<file path="src/rtl/io_pkg.sv">
// Shared constants for the I/O port responder: data width, register offsets
// and STATUS/CTRL bit positions.
package io_pkg;

    localparam int DW = 8;

    localparam logic [3:0] OFF_DATA   = 4'h0;
    localparam logic [3:0] OFF_STATUS = 4'h1;
    localparam logic [3:0] OFF_RELOAD = 4'h2;
    localparam logic [3:0] OFF_CTRL   = 4'h3;

    localparam int ST_EMPTY = 0;
    localparam int ST_FULL  = 1;
    localparam int ST_TFLAG = 2;
    localparam int ST_OVF   = 3;

    localparam int CTRL_EN = 0;

    function automatic logic [DW-1:0] status_byte(input logic ovf, input logic tflag,
                                                  input logic full, input logic empty);
        logic [DW-1:0] s;
        s = '0;
        s[ST_OVF]   = ovf;
        s[ST_TFLAG] = tflag;
        s[ST_FULL]  = full;
        s[ST_EMPTY] = empty;
        return s;
    endfunction

endpackage

</file>
<file path="src/rtl/sync_fifo.sv">
// Single-clock FIFO with occupancy count; a push while full is accepted only
// when a pop happens in the same cycle.
module sync_fifo #(
    parameter int DEPTH = 4,
    parameter int W     = 8
) (
    input  logic                     clk,
    input  logic                     rst,
    input  logic                     push,
    input  logic                     pop,
    input  logic [W-1:0]             wdata,
    output logic [W-1:0]             head,
    output logic                     full,
    output logic                     empty,
    output logic [$clog2(DEPTH):0]   count
);

    localparam int AW = $clog2(DEPTH);

    logic [W-1:0]  mem [DEPTH];
    logic [AW-1:0] wr_ptr;
    logic [AW-1:0] rd_ptr;
    logic          do_push;
    logic          do_pop;

    assign empty   = (count == '0);
    assign full    = (count == (AW+1)'(DEPTH));
    assign do_pop  = pop && !empty;
    assign do_push = push && (!full || do_pop);
    assign head    = mem[rd_ptr];

    // Storage is not reset; empty/count gate anything read out of it.
    always_ff @(posedge clk) begin
        if (do_push) begin
            mem[wr_ptr] <= wdata;
        end
    end

    // DEPTH is a power of two, so pointer overflow is the modulo wrap.
    always_ff @(posedge clk or posedge rst) begin
        if (rst) begin
            wr_ptr <= '0;
            rd_ptr <= '0;
            count  <= '0;
        end else begin
            if (do_push) wr_ptr <= wr_ptr + 1'b1;
            if (do_pop)  rd_ptr <= rd_ptr + 1'b1;
            case ({do_push, do_pop})
                2'b10:   count <= count + 1'b1;
                2'b01:   count <= count - 1'b1;
                default: count <= count;
            endcase
        end
    end

endmodule

</file>
<file path="src/rtl/io_port_responder.sv">
// Memory-mapped I/O responder: 16-byte register window with an output FIFO
// and an 8-bit reloading down-counter that drives irq.
module io_port_responder
    import io_pkg::*;
#(
    parameter logic [14:0] BASE_ADDR  = 15'h7F00,
    parameter int          FIFO_DEPTH = 4
) (
    input  logic          clk,
    input  logic          rst,
    input  logic [14:0]   addr,
    input  logic [DW-1:0] wdata,
    input  logic          rd_en,
    input  logic          wr_en,
    output logic [DW-1:0] rdata,
    output logic          hit,
    output logic [DW-1:0] out_data,
    output logic          out_valid,
    input  logic          out_ready,
    output logic          irq
);

    localparam int CW = $clog2(FIFO_DEPTH) + 1;

    logic [3:0]    off;
    logic          sel_wr;
    logic          sel_rd;
    logic          data_wr;
    logic          status_wr;
    logic          reload_wr;
    logic          ctrl_wr;

    logic          fifo_full;
    logic          fifo_empty;
    logic          fifo_pop;
    logic [CW-1:0] fifo_count;

    logic          ovf;
    logic          tflag;
    logic          ctrl_en;
    logic [DW-1:0] reload;
    logic [DW-1:0] cnt;
    logic          expire;
    logic          ovf_set;
    logic [DW-1:0] rd_mux;

    assign off    = addr[3:0];
    assign hit    = (addr[14:4] == BASE_ADDR[14:4]);
    // A write wins over a simultaneous read.
    assign sel_wr = hit && wr_en;
    assign sel_rd = hit && rd_en && !wr_en;

    assign data_wr   = sel_wr && (off == OFF_DATA);
    assign status_wr = sel_wr && (off == OFF_STATUS);
    assign reload_wr = sel_wr && (off == OFF_RELOAD);
    assign ctrl_wr   = sel_wr && (off == OFF_CTRL);

    // Drain side is valid/ready: out_data is the head whenever out_valid is
    // high, and an entry leaves on any cycle where out_valid and out_ready
    // are both high; out_valid never depends on out_ready.
    assign out_valid = !fifo_empty;
    assign fifo_pop  = out_valid && out_ready;
    assign ovf_set   = data_wr && fifo_full && !fifo_pop;

    sync_fifo #(
        .DEPTH (FIFO_DEPTH),
        .W     (DW)
    ) u_fifo (
        .clk   (clk),
        .rst   (rst),
        .push  (data_wr),
        .pop   (fifo_pop),
        .wdata (wdata),
        .head  (out_data),
        .full  (fifo_full),
        .empty (fifo_empty),
        .count (fifo_count)
    );

    // A RELOAD write pre-empts both the decrement and the expiry this cycle.
    assign expire = ctrl_en && (cnt == '0) && !reload_wr;
    assign irq    = tflag;

    always_comb begin
        rd_mux = '0;
        case (off)
            OFF_DATA:   rd_mux = DW'(fifo_count);
            OFF_STATUS: rd_mux = status_byte(ovf, tflag, fifo_full, fifo_empty);
            OFF_RELOAD: rd_mux = reload;
            OFF_CTRL:   rd_mux = {{(DW-1){1'b0}}, ctrl_en};
            default:    rd_mux = '0;
        endcase
    end

    always_ff @(posedge clk or posedge rst) begin
        if (rst) begin
            rdata   <= '0;
            ovf     <= 1'b0;
            tflag   <= 1'b0;
            ctrl_en <= 1'b0;
            reload  <= '0;
            cnt     <= '0;
        end else begin
            rdata <= sel_rd ? rd_mux : '0;

            if (reload_wr) begin
                reload <= wdata;
                cnt    <= wdata;
            end else if (ctrl_en) begin
                cnt <= expire ? reload : cnt - 8'd1;
            end

            if (ctrl_wr) ctrl_en <= wdata[CTRL_EN];

            // Setting beats clearing when both land in the same cycle.
            tflag <= expire  || (tflag && !(status_wr && wdata[ST_TFLAG]));
            ovf   <= ovf_set || (ovf   && !(status_wr && wdata[ST_OVF]));
        end
    end

endmodule

</file>
<file path="config.mk">
export PLATFORM = sky130hd
export DESIGN_NAME = io_port_responder
export DESIGN_NICKNAME = d
export VERILOG_FILES = /design/src/rtl/io_pkg.sv /design/src/rtl/sync_fifo.sv /design/src/rtl/io_port_responder.sv
export SDC_FILE = /design/constraint.sdc
export NUM_CORES = 1
export LEC_CHECK = 0
export CORE_MARGIN = 3
export CORE_UTILIZATION = 30
export CTS_CLUSTER_SIZE = 20
export DETAILED_ROUTE_END_ITERATION = 10
export DONT_BUFFER_PORTS = 1
export PLACE_DENSITY_LB_ADDON = 0.05
export SLEW_MARGIN = 40
export SYNTH_ARGS = -nofsm -noshare
export SYNTH_HDL_FRONTEND = slang
export SYNTH_SLANG_ARGS = --single-unit
</file>
<file path="constraint.sdc">
create_clock -name clk -period 6.1 [get_ports clk]
set_clock_uncertainty 0.1 [all_clocks]
set_input_delay 0.61 -clock clk [delete_from_list [all_inputs] [get_ports clk]]
set_output_delay 0.61 -clock clk [all_outputs]
set_load 0.02 [all_outputs]
</file>
-- After elaboration in Yosys (flattened, before gate mapping)
Memories as Yosys holds them, arrays and structs flattened.
Index checks and enable logic that the tools add are counted.
- register bits: 34
- bits in writable memories: 32
- logic and storage cells: 63
- memories kept: 1
- add/sub/neg operators: 5
- eq/ne operators: 7
- multiplexer cells: 8
- reductions and logical operators: 33
- memories (name ; depth ; width ; rd ports ; clocked after memory_dff ; write ports ; RTL line ; text):
    u_fifo.mem ; 4 ; 8 ; 1 ; 0 ; 1 ; sync_fifo.sv:20 ; logic [W-1:0] mem [DEPTH];
- operators by type and width (cell ; count):
    $mux W8 ; 4
    $pmux W8 S4 ; 1
    $logic_and A1 B1 Y1 ; 18
    $eq A11 B11 Y1 const B ; 1
    $eq A4 B2 Y1 const B ; 2
    $logic_not A8 Y1 ; 1
    $sub A8 B1 Y8 const B ; 1
    $logic_not A1 Y1 ; 7
    $pmux W3 S2 ; 1
    $add A2 B1 Y2 const B ; 2
    $eq A4 B1 Y1 const B ; 1
    $logic_not A4 Y1 ; 1
    $reduce_bool A2 Y1 ; 2
    $add A3 B1 Y3 const B ; 1
    $eq A3 B3 Y1 const B ; 1
    $logic_not A3 Y1 ; 1
    $logic_or A1 B1 Y1 ; 3
    $sub A3 B1 Y3 const B ; 1
    $eq A2 B1 Y1 const B ; 1
    $eq A2 B2 Y1 const B ; 1
    $mux W1 ; 2

-- Logic depth before layout (Yosys ltp)
- depth in word-level cells: 8
- mapped depth: 9
- depth with buffers taken out: 8

-- Cells and area by module
From an unflattened synthesis, not the netlist that was laid out.
- cell total of the unflattened synthesis: 252
- area total of the unflattened synthesis: 3235.6 um^2
- by module, submodules not included (module ; instances ; cells each ; area each (um^2) ; seq. area each (um^2)):
    sync_fifo ; 1 ; 96 ; 1674.1 ; 1136.1
    io_port_responder ; 1 ; 156 ; 1561.5 ; 675.6

-- Least setup slack after synthesis
No wires, ideal clock.
- kind: in2reg
- start: in addr[1]
- end: reg u_fifo.count[1]
- arrival: 2.528 ns
- setup slack: 3.378 ns
- cell stages on the path: 8
- buffers on the path: 1
- path through: buf_2 or4b_2 nor4_1 nor2_1 inv_1 fa_1 nor2b_1 a211oi_1
- word-level cells in the longest chain between the ends: 5
- elaborated cells between the ends (all ways): 7
- ends and longest elaborated chain (item ; RTL line ; text):
    from (decl) ; io_port_responder.sv:11 ; input logic [14:0] addr,
    $logic_not A4 Y1 (*) ; io_port_responder.sv:53 ; assign data_wr = sel_wr && (off == OFF_DATA);
    $logic_and A1 B1 Y1 (*) ; io_port_responder.sv:53 ;
    $logic_and A1 B1 Y1 (*) ; sync_fifo.sv:29 ; assign do_push = push && (!full || do_pop);
    $eq A2 B1 Y1 / $eq A2 B2 Y1 (equally long branches) ; sync_fifo.sv:48 ; case ({do_push, do_pop})
    $pmux W3 S2 / $reduce_bool A2 Y1 (equally long branches) ; - ;
    to (signal assigned) ; sync_fifo.sv:49 ; 2'b10: count <= count + 1'b1;
    to (signal assigned) ; sync_fifo.sv:50 ; 2'b01: count <= count - 1'b1;
    to (signal assigned) ; sync_fifo.sv:51 ; default: count <= count;
    to (decl) ; sync_fifo.sv:15 ; output logic [$clog2(DEPTH):0] count
Every way passes the cells marked *; elsewhere a longest branch is shown, timed or not.
A chain may end at the register's enable or synchronous reset.

-- Worst setup path in the final report
- start: reg cnt[0]
- end: reg cnt[0]
- word-level cells in the longest chain between the ends: 6
- elaborated cells between the ends (all ways): 7
- ends and longest elaborated chain (item ; RTL line ; text):
    from (decl) ; io_port_responder.sv:42 ; logic [DW-1:0] cnt;
    from (signal assigned) ; io_port_responder.sv:108 ; cnt <= wdata;
    from (signal assigned) ; io_port_responder.sv:110 ; cnt <= expire ? reload : cnt - 8'd1;
    branches (longest 3 deep; another with $sub A8 B1 Y8) ; - ;
    $mux W8 (*) ; io_port_responder.sv:110 ;
    $mux W8 (*) ; io_port_responder.sv:109 ; end else if (ctrl_en) begin
    $mux W8 (*) ; io_port_responder.sv:106 ; if (reload_wr) begin
Mark *: on every way between the ends. The select of a mux whose other input is x is not followed.

==> results.txt <==
Setup Slack @ Placement - 3.18 ns
Worst Path Required - 6.27 ns
Initial core utilization - 31.4%
Final Net Count - 295
Setup WS post-layout - 3.54 ns
Hold Path Class - input pin to asynchronous set/reset pin
Max-cap viol count - 0
Syn Nets - 290
FMAX - 391 MHz
Synth Register Bits - 66
Final worst path period share - 42.0%
IO Count - 47
Critical R2R Capture - cnt[0]
Total gr overflow - 0
DRC viols - 0
Worst Path Max Fanout - 9
Slew HR - 51.6%
H-tree depth - 3
Fin. max-slew vios - 0
Post-synthesis compound-gate area fraction - 8.05%
Worst R2R Setup Slack - 3.54 ns
Status - completed
Sequential area share after synthesis - 58.3%
Total GRT Usage - 13.6%
Max IR drop VDD - 0.000115 V
Yosys warning count - 0
Post-Synth Adder-Cell Area - 3.06%
Syn avg cell area - 12.2 um^2
Routed WL - 7210 um
Die Y - 108 um
Clk_lat worst skew - 0.34 ns
Setup crit end kind - register
Mux cell area share after synthesis - 8.25%
Placed insts - 382
Final core occ - 34.8%
Placer Congestion - 0.761
Number of global-route vias before repair - 2097
CTS tree - built
1st-iter DRT viols - 96
Die width - 108 um
Slew at the pin closest to its max-slew limit - 0.717 ns
Mapped Cells - 255
Fin cells - 398
CTS clk-pin slew, worst paths - 0.08 ns
Power density over cell area - 320 nW/um^2
Final ANT Viol Nets - 0
Post-Syn Area - 3110 um^2
Row count - 36
Hold Buf Count CTS - 0
Unrepaired setup endpoints after global routing - false
Port buffer count - 0
Startpoint Class - register
R2R cell count - 7
Inserted Clock Buffers - 9
Die ar. - 11600 um^2
Final Hold Fails - 0
EDFF count, synth - 32
Post-synth top flop - dfrtp_1
Largest family of logic cells by synthesized area - simple AND/OR/NAND/NOR gates
Synth Area in XOR/XNOR - 1.69%
Longest Clk Path Bufs - 2
Final setup fails - 0
Setup Buffers After CTS - 0
Root Buffer - clkbuf_8
Routed via count - 1974
CP arrival - 2.73 ns
WL/cell - 18.1 um
DR pass1 iterations - 4
Worst Setup SP - cnt[0]
CTS resizes - 0
Fraction of registers with async set/reset - 51.5%
Vias/cell - 4.96
Core area - 9910 um^2
Crit path kind - register to register
Antenna Cells - 0
Detailed placement HPWL - 5140 um
Pleak - 1.30 nW
Layout area overhead - 11.0%
Final TNS setup - 0 ns
CTS sink count - 66
Total Power - 1.10 mW
Share of layout cells above drive strength 1 - 13.6%
Global-route wire length before repair - 11900 um
Reg2reg start - cnt[0]
Fill cells - 1020
Worst Setup EP - cnt[0]
Largest net degree at the start of global routing - 35
Antenna violations before repair - 0
Fin crit period - 2.56 ns
Synth Area in Simple Gates - 17.5%
Post-synth cell types - 51
## stage by stage
stage	instance area (um^2)	hold slack (ns)
final	3450	0.159
after global routing	3450	0.202
after global placement	3240	0.382
after CTS	3450	0.175
after floorplan	3110	0.352
after detailed placement	3250	0.383
## final cells by class
cell class / instances / area [um^2] / area share (%)
clock buffer: 9 / 124 / 3.59
clock inverter: 7 / 77.6 / 2.25
inverter: 14 / 52.6 / 1.52
multi-input combinational: 167 / 1200 / 34.9
sequential: 66 / 1810 / 52.5
tap: 133 / 166 / 4.82
timing repair buffer: 2 / 15.0 / 0.435
## critical path: stages, from the launching register on
cell and delay (ns):
dfrtp_1 0.42, inv_1 0.12, ha_1 0.20, or4b_4 0.50
or4_4 0.57, o21a_1 0.19, mux2_2 0.26, o21ai_2 0.12
## state kept, by name, indices dropped and copies added, names as in the netlist
| name | flops |
|---|---|
| u_fifo.mem | 32 |
| cnt | 8 |
| rdata | 8 |
| reload | 8 |
| u_fifo.count | 3 |
| u_fifo.rd_ptr | 2 |
| u_fifo.wr_ptr | 2 |
| ctrl_en | 1 |
| irq | 1 |
| ovf | 1 |
## how the worst min path moves through the flow
stage	start	endpoint	slack, ns
after floorplan	reload[5]	reload[5]	0.35
after global placement	reload[6]	reload[6]	0.38
after detailed placement	reload[6]	reload[6]	0.38
after CTS	rst	rdata[3]	0.17
after global routing	rst	u_fifo.wr_ptr[0]	0.20
final	rst	u_fifo.count[0]	0.16
## synthesized netlist by cell type, types with 3 or more instances
cell | number | area share [%]
clkbuf_1 | 3 | 0.36
nor2_1 | 13 | 1.6
nor3_1 | 9 | 1.4
a21oi_1 | 8 | 1.3
nand4b_1 | 4 | 1.1
nor4_1 | 5 | 1.0
mux4_2 | 9 | 6.5
nand2_1 | 32 | 3.9
nand3_1 | 5 | 0.81
ha_1 | 6 | 2.4
xnor2_1 | 4 | 1.1
nand4_1 | 3 | 0.60
o21ai_0 | 11 | 1.8
dfrtp_1 | 34 | 27
mux2_2 | 3 | 1.1
nor4b_1 | 3 | 0.85
nor2b_1 | 3 | 0.60
edfxtp_1 | 32 | 31
a31oi_1 | 5 | 1.0
and2_1 | 9 | 1.8
inv_1 | 14 | 1.7
## placed cells by master, fill, tap and decap left out, types with 2 or more instances in the layout
master    instances
a21oi_1           8
a22oi_1           2
a31oi_1           5
and2_1            9
and3_1            2
buf_4             2
clkbuf_8          9
clkinv_4          2
dfrtp_1          34
edfxtp_1         32
ha_1              6
inv_1            14
inv_6             2
mux2_2            3
mux2i_1           2
mux4_2            9
nand2_1          32
nand3_1           5
nand4_1           3
nand4b_1          4
nor2_1           13
nor2b_1           3
nor3_1            9
nor4_1            5
nor4b_1           2
o211ai_1          2
o21ai_0          11
o22ai_1           2
o31ai_1           2
or3_1             2
or4_1             2
xnor2_1           4
xor2_1            2
## routing by layer
layer / part of all wire [%] / wire [um] / up-vias / GRT usage, %
met5: 0 / 0 / - / 0
met4: 0.97 / 70 / 0 / 4.33
met3: 5.6 / 404 / 6 / 3.78
met2: 43 / 3070 / 57 / 19.7
met1: 51 / 3660 / 957 / 19.8
li1: - / - / 954 / -
## power breakdown
group / switching (mW) / internal (mW)
sequential: 0.0515 / 0.484
combinational: 0.0983 / 0.0916
clock: 0.187 / 0.192
## logic make-up after synthesis
family	Yosys count
multiplexers	14
adder cells (fa/ha/maj)	7
AND/OR/NAND/NOR	100
flip-flops	66
AO/OA/AOI/OAI	40
XOR/XNOR	6
buffers and inverters	22
Note: power is estimated with default switching activity, not from simulation.
